--- config.mk ---
export PLATFORM = sky130hd
export DESIGN_NAME = adc_sample_frontend
export DESIGN_NICKNAME = d
export VERILOG_FILES = /design/src/rtl/adc_sample_frontend.sv
export SDC_FILE = /design/constraint.sdc
export NUM_CORES = 1
export LEC_CHECK = 0
export ABC_CLOCK_PERIOD_IN_PS = 4500
export BUFFER_PORTS_ARGS = -buffer_cell sky130_fd_sc_hd__buf_2
export CAP_MARGIN = 0
export CORE_UTILIZATION = 55
export CTS_CLUSTER_SIZE = 28
export DETAILED_ROUTE_END_ITERATION = 8
export GPL_ROUTABILITY_DRIVEN = 0
export PLACE_DENSITY = 0.75
export SYNTH_ARGS = -nofsm -noshare
export SYNTH_HDL_FRONTEND = slang
export SYNTH_SLANG_ARGS = --single-unit
--- constraint.sdc ---
create_clock -name clk -period 4.5 [get_ports clk]
set_input_delay 0.675 -clock clk [delete_from_list [all_inputs] [get_ports clk]]
set_output_delay 0.675 -clock clk [all_outputs]
set_load 0.02 [all_outputs]
--- src/rtl/adc_sample_frontend.sv ---
// Codec ADC front end: edge-captures L/R frames, mixes to mono,
// boxcar-decimates by 2**LOG2_DECIM and watches for a stalled codec.
module adc_sample_frontend #(
    parameter int K          = 24,
    parameter int LOG2_DECIM = 2,
    parameter int TIMEOUT    = 4096
) (
    input  logic         clk,
    input  logic         reset,
    input  logic         ready,
    input  logic [K-1:0] L_in,
    input  logic [K-1:0] R_in,
    input  logic         src_sel,
    output logic [K-1:0] data_out,
    output logic         sample,
    output logic         stalled
);

    localparam int AW = K + LOG2_DECIM;
    localparam int CW = (LOG2_DECIM > 0) ? LOG2_DECIM : 1;
    localparam int IW = $clog2(TIMEOUT + 1);
    localparam logic [CW-1:0] CNT_LAST = CW'((1 << LOG2_DECIM) - 1);
    localparam logic [IW-1:0] IDLE_MAX = IW'(TIMEOUT);

    logic                 ready_q;
    logic [K-1:0]         capl_q;
    logic [K-1:0]         capr_q;
    logic                 cap_v_q;
    logic signed [K-1:0]  mix_q;
    logic signed [K-1:0]  mix_d;
    logic                 mix_v_q;
    logic signed [AW-1:0] acc_q;
    logic signed [AW-1:0] acc_d;
    logic signed [AW-1:0] acc_base;
    logic signed [AW-1:0] sum;
    logic [CW-1:0]        cnt_q;
    logic [CW-1:0]        cnt_d;
    logic [CW-1:0]        cnt_base;
    logic [K-1:0]         dout_q;
    logic [K-1:0]         dout_d;
    logic                 sample_q;
    logic                 sample_d;
    logic [IW-1:0]        idle_q;
    logic [IW-1:0]        idle_d;
    logic                 stall_q;
    logic                 stall_d;
    logic                 cap;
    logic                 tmo;
    logic signed [K:0]    lr_sum;

    always_comb begin
        cap    = ready & ~ready_q;
        lr_sum = $signed({capl_q[K-1], capl_q})
               + $signed({capr_q[K-1], capr_q});
        mix_d  = src_sel ? K'(lr_sum >>> 1) : $signed(capl_q);
    end

    // Timeout fires only on the edge the idle count reaches TIMEOUT;
    // a capture on that same edge takes priority.
    always_comb begin
        tmo     = ~cap & (idle_q == IDLE_MAX - 1'b1);
        idle_d  = idle_q;
        stall_d = stall_q;
        if (cap) begin
            idle_d  = '0;
            stall_d = 1'b0;
        end else begin
            if (idle_q != IDLE_MAX) idle_d = idle_q + 1'b1;
            if (tmo) stall_d = 1'b1;
        end
    end

    always_comb begin
        acc_base = tmo ? '0 : acc_q;
        cnt_base = tmo ? '0 : cnt_q;
        sum      = acc_base + AW'(mix_q);
        acc_d    = acc_base;
        cnt_d    = cnt_base;
        dout_d   = dout_q;
        sample_d = 1'b0;
        if (mix_v_q) begin
            if (cnt_base == CNT_LAST) begin
                dout_d   = K'(sum >>> LOG2_DECIM);
                sample_d = 1'b1;
                acc_d    = '0;
                cnt_d    = '0;
            end else begin
                acc_d = sum;
                cnt_d = cnt_base + 1'b1;
            end
        end
    end

    always_ff @(posedge clk) begin
        if (reset) begin
            ready_q  <= 1'b1;
            capl_q   <= '0;
            capr_q   <= '0;
            cap_v_q  <= 1'b0;
            mix_q    <= '0;
            mix_v_q  <= 1'b0;
            acc_q    <= '0;
            cnt_q    <= '0;
            dout_q   <= '0;
            sample_q <= 1'b0;
            idle_q   <= '0;
            stall_q  <= 1'b0;
        end else begin
            ready_q <= ready;
            if (cap) begin
                capl_q <= L_in;
                capr_q <= R_in;
            end
            cap_v_q <= cap;
            if (cap_v_q) mix_q <= mix_d;
            mix_v_q  <= cap_v_q;
            acc_q    <= acc_d;
            cnt_q    <= cnt_d;
            dout_q   <= dout_d;
            sample_q <= sample_d;
            idle_q   <= idle_d;
            stall_q  <= stall_d;
        end
    end

    assign data_out = dout_q;
    assign sample   = sample_q;
    assign stalled  = stall_q;

endmodule

## Word-level counts from Yosys, hierarchy flattened

Index checks and enable logic that the tools add are counted.

- Add/sub/neg operators: 4
- Eq/ne operators: 3
- Multiplexer cells: 8
- Bitwise operators: 5
- Reduce and logical (&&, ||, !) cells: 3

Operators with widths:

| kind | number |
|---|---|
| two-way mux 26 bit | 3 |
| adder 26 x 24 -> 26 bit | 1 |
| adder 24 x 24 -> 25 bit | 1 |
| two-way mux 24 bit | 1 |
| adder 13 x 1 -> 13 bit (second input constant) | 1 |
| equality test 13 x 12 -> 1 bit (second input constant) | 1 |
| != test 13 bit (second input constant) | 1 |
| two-way mux 2 bit | 3 |
| OR reduction 2 bit | 2 |
| NOT 1 bit | 3 |
| adder 2 x 1 -> 2 bit (second input constant) | 1 |
| bitwise AND 1 bit | 2 |
| equality test 2 bit (second input constant) | 1 |
| AND reduction 2 bit | 1 |
| two-way mux 1 bit | 1 |

- Register bits: 142
- Input bits: 52
- Output and inout bits: 26

## Logic depth before layout (Yosys ltp)

Gate-level depths: netlist (run 1).

- Depth in word-level cells: 8
- Depth in mapped cells: 18
- Gate-level depth less buffers: 17

## Worst setup path after synthesis (run 1)

OpenSTA, ideal clock, no wires.

- Path kind: register to register
- Start: reg idle_q[0]
- End: reg dout_q[23], in the netlist data_out[23]
- Library setup time: 0.086 ns
- Arrival: 3.745 ns
- Data required time: 4.414 ns
- Path slack: 0.670 ns
- Cell stages (with the launch flop): 17
- Buffers on the path: 2
- Clock period less this slack: 3.830 ns
- Path through: dfxtp_1 ha_1 nand3_1 nor2_1 nand4_1 or3_1 clkbuf_1 clkbuf_1 and2_1 ha_1 a22o_1 or4_1 o211a_1 o22ai_1 o21ai_1 xnor2_1 a211oi_1

- Cells in the longest elaborated chain, start to end: 5

Ends and longest elaborated chain:

| what | line | text |
|---|---|---|
| start: declaration | 43 | `logic [IW-1:0] idle_q;` |
| start signal: assignment | 121 | `idle_q <= idle_d;` |
| equality test 13 x 12 -> 1 bit * | 61 | `tmo = ~cap & (idle_q == IDLE_MAX - 1'b1);` |
| bitwise AND 1 bit * | 61 |  |
| branches (longest 3 deep; another with adder 26 x 24 -> 26 bit) | - |  |
| end signal: assignment | 119 | `dout_q <= dout_d;` |
| end: declaration | 39 | `logic [K-1:0] dout_q;` |

Mark *: on every way between the ends.
A chain may end at the register's enable or synchronous reset.

## Worst setup path after layout (run 1)

- Start: reg idle_q[0]
- End: reg dout_q[22], in the netlist data_out[22]

The elaborated chain is that of the path after synthesis.

==> flow_summary_export.csv, run 1 <==
group,metric,value,unit
run_status,status,"completed",
global_route,grt_antenna_before_repair,0,
floorplan,core-area,13800,um^2
critical_path,crit_arrival,4.32,ns
power,worst_ir_drop_vdd,0.000260,V
critical_path,required,4.78,ns
sta,tightest_slew,0.905,ns
sta,setup_tns,0,ns
sta,final_hold_viol_count,0,
cts,post_cts_buffers,0,
hold_path,hp-class,"reg -> reg",
critical_path,slowest_stage,"or3_4",
cts,cts-hold-fix-buffers,0,
floorplan,design.portCount,78,
place,dp_cells,1182,
detailed_routing,dr_total_vias,6793,
logic_synthesis,synth_area,7780,um^2
sta,rsz0062_at_grt,"no",
run,max-cap-violations,0,
power,p_comb_share,6.1,%
sta,maxSlewHeadroom,39.7,%
logic_synthesis,yosysUniqueCellTypes,65,
detailed_routing,drc,0,
critical_path,crit_family,"simple AND/OR/NAND/NOR gates",
power,leakagePower,0.00384,uW
critical_path,crit_type,"reg -> reg",
sta,min_period,4.05,ns
logic_synthesis,synthFlopType,"dfxtp_1",
detailed_routing,via_per_inst,5.60,
critical_path,max_stage_delay,0.46,ns
power,p_clk_share,50.1,%
cts,clkSinkCount,142,
global_route,grt_start_max_net_pins,75,
detailed_routing,ant_nets,0,
detailed_routing,firstDrtPassIters,5,
cts,clk_pin_slew_worst_paths,0.06,ns
floorplan,fp.dieW,121,um
logic_synthesis,async_flop_share,0,%
global_route,grt_use_total,24.7,%
cts,cts_buffer_depth,2,
logic_synthesis,yosysWarnings,0,
finish,final_util,64.3,%
logic_synthesis,avgSynthCellArea,8.02,um^2
detailed_routing,wl_per_cell,13.9,um
logic_synthesis,synth-edff-count,0,
detailed_routing,drt_iter0_markers,387,
cts,ctsResizeCount,0,
detailed_routing,wl,16.9,mm
power,netSwitchingFraction,22.0,%
sta,maxSlewViolCount,0,
floorplan,initial_utilization,56.3,%
finish,layout-drive-gt1-share,12.6,%
sta,final-setup-viol-count,0,
global_route,grt_pass1_vias,6124,
logic_synthesis,synthCells,970,
global_route,grt_pass1_wl,29.0,mm
logic_synthesis,ys_ff_latch,142,
critical_path,reg2reg_depth,15,
logic_synthesis,synth_top_area_share,36.5,%
power,power.internal,2320,uW
logic_synthesis,post-synth-top-area-cell,"dfxtp_1",
logic_synthesis,ys_seq_area_share,36.5,%
sta,finalHoldWorstSlack,0.448,ns
finish,layoutNonFillerInstCount,1212,
cts,cts_buffers,17,
floorplan,die_y,121,um
sta,skew,0.00568,ns
finish,nets,1126,
place,hpwl,12.0,mm
place,io_buffers,77,
floorplan,num_rows,43,
critical_path,worstPathCellList,"ha_1 -> nand3_1 -> nor2_1 -> nand4_1 -> or3_4 -> and2_1 -> ha_1 -> a21o_1 -> or3_4 -> o21ai_4 -> a211oi_1 -> a221o_1 -> a221oi_2 -> xor2_1 -> o31ai_1",
sta,fmax,247,MHz
power,powerDensity,334,nW/um^2
global_route,gr-total-overflow,0,
floorplan,die_area,14600,um^2
power,p_seq_share,43.8,%
hold_path,whs_path_depth,2,
finish,layout_commonest_cell,"nand2_1",
cts,worstSkewPairLatency,0.43,ns
finish,area_delta_synth_final,14.2,%
critical_path,crit_fanout,20,
cts,cts_max_level,4,
finish,num_antenna_cells,0,
power,switchingPower,653,uW
finish,final_cell_mix,"167 x nand2_1, 142 x dfxtp_1, 114 x a21oi_1, 76 x nor2_1, 76 x buf_2",
power,finalPower,2970,uW
sta,fin_crit_sh,89.9,%
cts,clockRootBuffer,"clkbuf_16",
cts,cts_tree,"built",
logic_synthesis,netlist_top_cells_area,"dfxtp_1 37%, ha_1 8.2%, nand2_1 8.1%",
critical_path,path_buf_inv,0,
critical_path,end_kind,"flip-flop",
critical_path,crit_cells,15,
logic_synthesis,syn-num-nets,1075,
critical_path,startpoint_type,"flip-flop",
-- synthesized netlist by cell type, drive strengths merged (4+ instances only) --
| library cell | instances |
|---|---|
| a22oi | 11 |
| a211o | 4 |
| o21ai | 40 |
| nand2b | 9 |
| or2 | 5 |
| and3 | 16 |
| nor3 | 8 |
| nand3 | 15 |
| nor2 | 76 |
| o21bai | 5 |
| nand2 | 167 |
| a21oi | 114 |
| and2 | 35 |
| clkbuf | 41 |
| buf | 10 |
| nand4 | 5 |
| a21o | 21 |
| nor4 | 4 |
| o21a | 9 |
| xnor2 | 29 |
| or3 | 8 |
| a211oi | 23 |
| mux2i | 11 |
| o22ai | 7 |
| dfxtp | 142 |
| ha | 51 |
| xor2 | 18 |
| a22o | 13 |
| inv | 21 |
| a31oi | 7 |
-- power groups by stage --
stage	sequential (uW)	combinational (uW)	clock, uW
after global routing	1300	203	1570
after global placement	1330	176	0
after CTS	1300	179	1510
after detailed placement	1330	177	0
final	1300	180	1490
after floorplan	1320	131	0
-- cell families after synthesis --
logic type / synth area share (%)
and+or+nand+nor: 21.5
AOI/OAI and AO/OA: 22.7
DFF: 36.5
buffers and inverters: 3.55
adders and majority gates: 8.72
xor gates and xnor gates: 5.29
muxes: 1.70
-- sequential cells by signal (all words and copies together), names as in the netlist --
signal,cells
sample,1
data_out,24
idle_q,13
mix_v_q,1
cnt_q,2
mix_q,24
stalled,1
ready_q,1
capl_q,24
cap_v_q,1
capr_q,24
acc_q,26
-- worst min-delay path: stages, from the launching register on --
cell and delay (ns):
dfxtp_1 0.30, nand2_1 0.05, a21oi_1 0.05
-- worst paths after layout --
path / from / to / slack (ns)
worst max-delay path: idle_q[0] / data_out[22] / 0.45
worst min-delay path: data_out[3] / data_out[3] / 0.45
worst max register to register: idle_q[0] / data_out[22] / 0.45
worst min register to register: data_out[3] / data_out[3] / 0.45
-- stage by stage --
step / worst slack, ns / cell area, um^2
floorplan: 0.670 / 7780
global placement: 0.339 / 8250
detailed placement: 0.259 / 8250
CTS: 0.221 / 8880
global route: 0.143 / 8890
finish: 0.454 / 8890
-- layout make-up --
class	count	area (um^2)
clock inverter	10	161
multi-input combinational	755	4670
inverter	22	82.6
timing repair buffer	83	433
fill	1185	4940
clock buffer	20	467
tap	180	225
sequential	142	2840
-- per-layer routing --
| layer | vias up | wire length [um] | global-route usage (%) |
|---|---|---|---|
| li1 | 3529 | - | - |
| met1 | 3041 | 8520 | 36.1 |
| met2 | 198 | 7100 | 35.9 |
| met3 | 25 | 958 | 4.51 |
| met4 | 0 | 272 | 9.41 |
| met5 | - | 0 | 0 |
Power figures use the tool's default switching activity.
==> inputs of run 2 (changes only) <==
CTS_CLUSTER_DIAMETER = 30   (was default)
PLACE_DENSITY = 0.81   (was 0.75)
==> run 2 against run 1 <==
  * Cell count about the same
  * Sequential power about the same
  * Setup slack worse by 0.11 ns
  * Core utilization down 0.19 points
  * Register-to-register slack worse by 0.11 ns
  * Fmax down 2.6%
  * Global-route usage up 0.75 points
  * Worst hold slack better by 0.0050 ns
  * Via count up 1.0%
  * Clock skew up 0.0028 ns
  * Total power down 1.5%
  * Non-clock buffer count down 1
  * Highest routed layer unchanged
==> flow_summary_export.csv, run 2 (same netlist as run 1, synthesis figures left out) <==
group,metric,value,unit
run_status,status,"completed",
hold_path,hp-class,"reg -> reg",
place,placed_area,8250,um^2
critical_path,startpoint,"idle_q[0]",
critical_path,crit_type,"reg -> reg",
cts,cts_max_level,4,
sta,min_period,4.15,ns
cts,cts_buffer_depth,2,
critical_path,startpoint_type,"flip-flop",
sta,maxSlewViolCount,0,
cts,cts_tree,"built",
detailed_routing,dr_wl_met2,7.66,mm
floorplan,die_y,121,um
detailed_routing,dr_total_vias,6861,
global_route,grt_use_total,25.5,%
critical_path,crit_arrival,4.43,ns
sta,final-setup-viol-count,0,
critical_path,end_kind,"flip-flop",
run,max-cap-violations,0,
place,hpwl,12.4,mm
finish,largest_reg_flops,26,
global_route,grt_start_max_net_pins,76,
detailed_routing,via_per_inst,5.66,
detailed_routing,met3_length,1.02,mm
power,leakagePower,0.00383,uW
detailed_routing,ant_nets,0,
finish,final_cell_mix,"167 x nand2_1, 142 x dfxtp_1, 114 x a21oi_1, 76 x nor2_1, 76 x buf_2",
power,powerDensity,330,nW/um^2
detailed_routing,drc,0,
critical_path,r2r-start,"idle_q[0]",
finish,regMostFlops,"acc_q",
global_route,grt_pass1_wl,29.7,mm
detailed_routing,wl_met1,8.72,mm
power,worst_ir_drop_vdd,0.000244,V
sta,maxSlewHeadroom,34.3,%
global_route,grt_pass1_vias,6240,
detailed_routing,top_layer,"met4",
place,io_buffers,77,
floorplan,die_area,14600,um^2
floorplan,initial_utilization,56.3,%
finish,num_antenna_cells,0,
cts,cts_buffers,17,
global_route,gr-total-overflow,0,
finish,area_delta_synth_final,13.9,%
finish,layout-drive-gt1-share,12.8,%
cts,worstSkewPairLatency,0.43,ns
floorplan,num_rows,43,
sta,skew,0.00844,ns
cts,clk_pin_slew_worst_paths,0.06,ns
cts,clkSinkCount,142,
cts,clockRootBuffer,"clkbuf_16",
finish,final_area,8860,um^2
sta,fin_crit_sh,92.3,%
detailed_routing,wl,17.6,mm
sta,tightest_slew,0.986,ns
sta,setup_tns,0,ns
detailed_routing,wl_per_cell,14.5,um
finish,nets,1125,
cts,post_cts_buffers,0,
sta,fmax,241,MHz
critical_path,crit_fanout,23,
hold_path,worstHoldStart,"data_out[6]",
global_route,grt_antenna_before_repair,0,
detailed_routing,firstDrtPassIters,5,
power,finalPower,2920,uW
detailed_routing,drt_iter0_markers,519,
floorplan,fp.dieW,121,um
floorplan,core-area,13800,um^2
finish,layout_commonest_cell,"nand2_1",
critical_path,required,4.77,ns
floorplan,design.portCount,78,
sta,rsz0062_at_grt,"no",
sta,final_hold_viol_count,0,
-- run 2: cell count changes in the layout (fill, tap and decap cells not counted) --
| cell | delta |
|---|---|
| buf_4 | -1 |
| nand2b_2 | +1 |
| clkinv_2 | +2 |
| nand2b_1 | -1 |
| bufinv_16 | -1 |
| clkinv_4 | +3 |
| clkbuf_8 | -2 |
-- run 2: power breakdown --
part	total (uW)	internal (uW)	switching (uW)
logic	181	71.1	110
registers	1300	1280	20.5
clock network	1440	884	558
-- run 2: final timing paths --
check | slack [ns] | cells after the start | endpoint
hold reg to reg | 0.45 | 2 | data_out[6]
setup reg to reg | 0.35 | 15 | data_out[23]
setup / recovery | 0.35 | 15 | data_out[23]
hold / removal | 0.45 | 2 | data_out[6]
-- run 2: worst max-delay path, stage by stage (launching register included) --
cell	delay, ns
dfxtp_1	0.39
ha_1	0.21
nand3_1	0.15
nor2_1	0.20
nand4_1	0.18
or3_4	0.49
buf_4	0.20
and2_1	0.17
ha_1	0.37
a22o_1	0.20
or4_1	0.49
o211a_1	0.30
o22ai_1	0.22
o21ai_1	0.12
xnor2_1	0.22
a211oi_1	0.10
-- run 2: through the flow --
stage                     hold WS [ns]  setup WS (ns)  utilization [%]  cells
final                            0.453          0.346             64.1   1213
after global routing             0.473         0.0719             64.1   1213
after CTS                        0.453          0.108             64.0   1213
after detailed placement         0.444          0.195             59.7   1181
after global placement           0.441          0.298             59.7   1181
after floorplan                  0.423          0.670                -    970
-- run 2: area by class of cell --
cell class | count | area, um^2
flip-flops and latches | 142 | 2840
fillers | 1192 | 4970
clock inverters | 14 | 168
well taps | 180 | 225
clock buffers | 18 | 439
repair buffers | 82 | 425
multi-input cells | 755 | 4680
inverters | 22 | 82.6
-- run 2: layer usage --
metal  GRT usage [%]  vias up
li1                -     3521
met1            35.9     3119
met2            38.4      197
met3            5.40       24
met4            8.87        0
met5               0        -
-- run 2: what timing repair did --
action | in CTS | in global routing
gates resized for setup | 0 | 2
hold buffers | 0 | 0
setup endpoints to repair | 0 | 19
